File: config.mk
export PLATFORM = sky130hd
export DESIGN_NAME = booth_mul_seq
export DESIGN_NICKNAME = d
export VERILOG_FILES = /design/src/rtl/booth_mul_seq.sv
export SDC_FILE = /design/constraint.sdc
export NUM_CORES = 1
export LEC_CHECK = 0
export CAP_MARGIN = 10
export CELL_PAD_IN_SITES_DETAIL_PLACEMENT = 1
export CELL_PAD_IN_SITES_GLOBAL_PLACEMENT = 1
export CORE_ASPECT_RATIO = 1.75
export CORE_UTILIZATION = 44
export CTS_BUF_LIST = sky130_fd_sc_hd__clkbuf_8 sky130_fd_sc_hd__clkbuf_16
export CTS_CLUSTER_SIZE = 25
export DETAILED_ROUTE_END_ITERATION = 8
export DONT_BUFFER_PORTS = 1
export PLACE_DENSITY_LB_ADDON = 0.1
export SYNTH_ARGS = -nofsm -noshare
export SYNTH_HDL_FRONTEND = slang
export SYNTH_SLANG_ARGS = --single-unit
File: constraint.sdc
create_clock -name clk -period 2.81 [get_ports clk]
set_input_delay 0.1405 -clock clk [delete_from_list [all_inputs] [get_ports clk]]
set_output_delay 0.1405 -clock clk [all_outputs]
set_load 0.03 [all_outputs]
File: src/rtl/booth_mul_seq.sv
// Sequential Booth multiplier with start/done handshake, truncated result plus overflow flag.
// Define BOOTH_MUL_SEQ_RADIX4_EN for radix-4 modified Booth recoding (fewer RUN cycles, same results).
module booth_mul_seq #(
    parameter int WIDTH = 6,
    parameter int PW    = 2*WIDTH-1
) (
    input  logic             clk,
    input  logic             rst,
    input  logic             start,
    input  logic             sgn,
    input  logic [WIDTH-1:0] a,
    input  logic [WIDTH-1:0] b,
    output logic             busy,
    output logic             done,
    output logic [PW-1:0]    m,
    output logic             ov
);

    localparam int XW = WIDTH + 1;
    // Two guard bits on the high half absorb the +/-2A partial products.
    localparam int HW = WIDTH + 3;
`ifdef BOOTH_MUL_SEQ_RADIX4_EN
    localparam int ML    = XW + (XW % 2);
    localparam int STEPS = ML / 2;
`else
    localparam int ML    = XW;
    localparam int STEPS = XW;
`endif
    localparam int PLEN = HW + ML + 1;
    localparam int CW   = $clog2(STEPS) + 1;

    typedef enum logic [1:0] {S_IDLE, S_RUN, S_DONE} state_t;

    state_t            state_q, state_d;
    logic [CW-1:0]     cnt_q, cnt_d;
    logic [PLEN-1:0]   p_q, p_d;
    logic [HW-1:0]     a_q, a_d;
    logic              sgn_q, sgn_d;
    logic [PW-1:0]     m_q, m_d;
    logic              ov_q, ov_d;

    logic              accept;
    logic              last_step;
    logic              a_sx, b_sx;
    logic [HW-1:0]     a_ext;
    logic [ML-1:0]     b_ext;
    logic [HW-1:0]     hi, hi_sum;
    logic signed [PLEN-1:0] p_pre;
    logic [PLEN-1:0]   p_step;
    logic [2*WIDTH-1:0] f;

    always_ff @(posedge clk) begin
        if (rst) state_q <= S_IDLE;
        else     state_q <= state_d;
    end

    always_comb begin
        state_d = state_q;
        case (state_q)
            S_IDLE:  if (start) state_d = S_RUN;
            S_RUN:   if (last_step) state_d = S_DONE;
            S_DONE:  state_d = start ? S_RUN : S_IDLE;
            default: state_d = S_IDLE;
        endcase
    end

    always_comb begin
        busy = (state_q == S_RUN);
        done = (state_q == S_DONE);
        m    = m_q;
        ov   = ov_q;
    end

    always_comb begin
        a_sx  = sgn & a[WIDTH-1];
        b_sx  = sgn & b[WIDTH-1];
        a_ext = {{(HW-WIDTH){a_sx}}, a};
        b_ext = {{(ML-WIDTH){b_sx}}, b};
    end

    always_comb begin
        hi     = p_q[PLEN-1 -: HW];
        hi_sum = hi;
`ifdef BOOTH_MUL_SEQ_RADIX4_EN
        case (p_q[2:0])
            3'b001, 3'b010: hi_sum = hi + a_q;
            3'b011:         hi_sum = hi + (a_q << 1);
            3'b100:         hi_sum = hi - (a_q << 1);
            3'b101, 3'b110: hi_sum = hi - a_q;
            default:        hi_sum = hi;
        endcase
        p_pre  = {hi_sum, p_q[PLEN-HW-1:0]};
        p_step = p_pre >>> 2;
`else
        case (p_q[1:0])
            2'b01:   hi_sum = hi + a_q;
            2'b10:   hi_sum = hi - a_q;
            default: hi_sum = hi;
        endcase
        p_pre  = {hi_sum, p_q[PLEN-HW-1:0]};
        p_step = p_pre >>> 1;
`endif
        f = p_step[2*WIDTH:1];
    end

    always_comb begin
        accept    = start && (state_q != S_RUN);
        last_step = (state_q == S_RUN) && (cnt_q == '0);
        p_d   = p_q;
        cnt_d = cnt_q;
        a_d   = a_q;
        sgn_d = sgn_q;
        m_d   = m_q;
        ov_d  = ov_q;
        if (accept) begin
            a_d   = a_ext;
            p_d   = {{HW{1'b0}}, b_ext, 1'b0};
            cnt_d = CW'(STEPS-1);
            sgn_d = sgn;
        end else if (state_q == S_RUN) begin
            p_d   = p_step;
            cnt_d = cnt_q - CW'(1);
            if (last_step) begin
                cnt_d = '0;
                m_d   = f[PW-1:0];
                // Signed: the 2W-bit product fits in PW bits only if its top two bits agree.
                ov_d  = sgn_q ? (f[2*WIDTH-1] != f[2*WIDTH-2]) : f[2*WIDTH-1];
            end
        end
    end

    always_ff @(posedge clk) begin
        if (rst) begin
            p_q   <= '0;
            cnt_q <= '0;
            a_q   <= '0;
            sgn_q <= 1'b0;
            m_q   <= '0;
            ov_q  <= 1'b0;
        end else begin
            p_q   <= p_d;
            cnt_q <= cnt_d;
            a_q   <= a_d;
            sgn_q <= sgn_d;
            m_q   <= m_d;
            ov_q  <= ov_d;
        end
    end

endmodule

==> run summary <==
status = finished clean
most frequent cells after synthesis = dfxtp_1, nand2_1, nor2_1
Slew Limit Fails = 0
Cell Area, Synth = 2186 um2
Worst setup SP type = flop
WP data required = 3.06 ns
Clock Latency Late Sink = 0.31 ns
RR Endpoint = ov
Multi-input gate area = 1294 um2
Rel. slew slack = 0.2557
cell taking the most area after synthesis = dfxtp_1
critical path arrival = 2.90 ns
core area = 4748 um2
hold path cells = 2
antenna violations before repair = 0
routed via count = 1882
initial core utilization = 0.4603
diodes inserted = 0
die width = 55.28 um
row cnt = 33
Leak = 0.9222 nW
CP Max Fanout = 5
remaining routing DRC violations = 0
cell count after synthesis = 269
1st-pass router iterations = 3
Slew @ Worst Pin = 1.113 ns
FMAX = 0.3780 GHz
Async SR Flop Fraction = 0
R2R cell count = 11
max-cap violation count = 0
global-route wire length before repair = 8873 um
Synth Flop Type = dfxtp_1
Final Cycle Share = 0.9415
most common cell in the netlist = dfxtp_1
R2R setup slack = 0.16 ns
vias in the first global route = 1889
post-layout min period = 2.646 ns
Setup-failing EPs final = 0
r2r startpoint = a_q[0]
Mapped Nets = 297
top post-synthesis cells by area = dfxtp_1, a21oi_1, nand2_1
WL per Instance = 17.05 um
share of the synthesized area in the top cell type = 0.3847
TritonCTS clock tree = yes
Final TNS setup = 0 ns
share of layout cells above drive strength 1 = 0.09489
syn_area_per_cell = 8.126 um2
Yosys reg bits = 42
remaining antenna violation count after routing = 0
via/cell ratio = 5.773
CTS clk-pin slew, worst paths = 0.09 ns
Die ar. = 5265 um2
DRT Wirelength = 5558 um
drt initial violations = 19
Final Hold Viols = 0
Worst Hold Launch = start
share of the yosys chip area belonging to registers = 0.3847
RePlAce Congestion = 0.8454
clk sinks = 42
number of synthesized flops with an enable pin = 0
CTS Root Cell = clkbuf_8
H-tree depth = 2
RSZ-0062 raised after global routing = no
power density over the cells = 679.0 nW/um2
kind of critical path = reg -> reg
pin count of the biggest net entering global routing = 31
Die Y = 95.24 um
Final Skew = 0.007233 ns
Syn. warnings = 0
Layout Nets = 301
Tightest Hold Check Type = in -> reg
Overflow after GRT = 0
Crit. End Element = flop
Total GRT Usage = 0.2178
postcts setup bufs = 0
IO Count = 30
Filler Cell Count = 584
library cells used by synthesis = 39
Sequential cell area = 843.3 um2
Final Util = 0.5252
Hold Slack = 0.01288 ns
hpwl dp = 3878 um
CTS Buf Count = 5
IO Port Bufs = 0
Area Overhead vs Synth = 14.08%
Peak VDD IR = 0.4959 mV
clk buf depth = 2
Worst Hold End = cnt_q[1]
per-layer routing:
| layer | GRT usage | routed length [um] | part of all wire | vias to the layer above |
|---|---|---|---|---|
| li1 | - | - | - | 937 |
| met1 | 0.2306 | 2249 | 0.40 | 912 |
| met4 | 0.1000 | 123 | 0.022 | 0 |
| met3 | 0.04071 | 178 | 0.032 | 8 |
| met5 | 0 | 0 | 0 | - |
| met2 | 0.4116 | 3006 | 0.54 | 25 |
layout by cell type, fill, tap and decap left out, types with 2 or more instances in the layout:
cell type	synthesis	final
buf_4	1	3
o21ai_0	4	4
o21a_1	2	2
nor2_1	37	36
xor2_1	2	2
ha_1	11	9
a311oi_1	2	2
dfxtp_1	42	40
a21oi_2	1	2
ha_4	0	2
bufinv_16	0	2
a211oi_1	14	13
dlygate4sd3_1	0	9
o31ai_1	2	2
or4_1	2	2
nor2b_1	2	2
nor3b_1	4	3
a31oi_1	2	2
a21o_2	2	2
nor3_1	7	7
nand2b_1	5	5
o211ai_1	2	2
nand2_1	39	39
dfxtp_2	0	2
a21oi_1	30	29
mux2i_1	11	11
clkbuf_8	0	5
inv_1	10	10
xnor2_1	9	8
metrics by stage:
stage | area (um2) | power, mW | std cells | worst slack (ns)
after floorplan | 2186 | 1.002 | 269 | 0.3387
after global placement | 2208 | 1.069 | 309 | -0.009295
after detailed placement | 2208 | 1.076 | 309 | -0.03729
after CTS | 2464 | 1.697 | 326 | 0.06484
after global routing | 2494 | 1.777 | 326 | 0.008453
final | 2494 | 1.693 | 326 | 0.1644
cell families (layout without fill, tap and decap cells):
kind of cell | Yosys count | count (layout) | share of synthesized area
multiplexers | 11 | 11 | 0.05037
adder cells (fa/ha/maj) | 12 | 12 | 0.07212
buffers and inverters | 26 | 31 | 0.04866
AND/OR/NAND/NOR | 100 | 100 | 0.2003
flip-flops | 42 | 42 | 0.3847
XOR/XNOR | 11 | 11 | 0.04408
AO/OA/AOI/OAI | 67 | 67 | 0.1998
worst max path at each step:
stage	slack, ns	from	to
after floorplan	0.34	a_q[0]	ov
after global placement	-0.009	a_q[0]	ov
after detailed placement	-0.04	a_q[0]	ov
after CTS	0.06	p_q[1]	p_q[15]
after global routing	0.008	a_q[0]	p_q[15]
final	0.16	a_q[0]	ov
power breakdown:
group	switching, mW	internal [mW]
clock network	0.229	0.356
logic	0.239	0.188
registers	0.0490	0.632
sequential cells by signal, indices dropped and copies added (netlist names):
register	cells
m	11
ov	1
p_q	16
cnt_q	4
a_q	7
state_q	2
sgn_q	1
layout make-up:
| class | instances | area share |
|---|---|---|
| Clock inverter | 3 | 0.02760 |
| Inverter | 11 | 0.01656 |
| Tap cell | 52 | 0.02609 |
| Timing Repair Buffer | 12 | 0.04516 |
| Clock buffer | 5 | 0.02760 |
| Multi-Input combinational cell | 201 | 0.5188 |
| Sequential cell | 42 | 0.3382 |
worst max-delay path: stages (launching register included):
cell       delay (ns)
dfxtp_2          0.35
inv_1            0.06
ha_1             0.16
nor3b_4          0.23
nor2_2           0.08
xnor2_2          0.23
ha_4             0.26
a21o_2           0.23
o21a_1           0.17
o31a_1           0.33
a2111oi_2        0.34
a311o_1          0.15
timing repair:
action                     4_1_cts  5_1_grt
gates resized for setup          4        7
gates cloned                     0        0
setup endpoints to repair        2        2
hold buffers                     9        0
hold endpoints to repair        30        0
(Power assumes the default switching activity.)
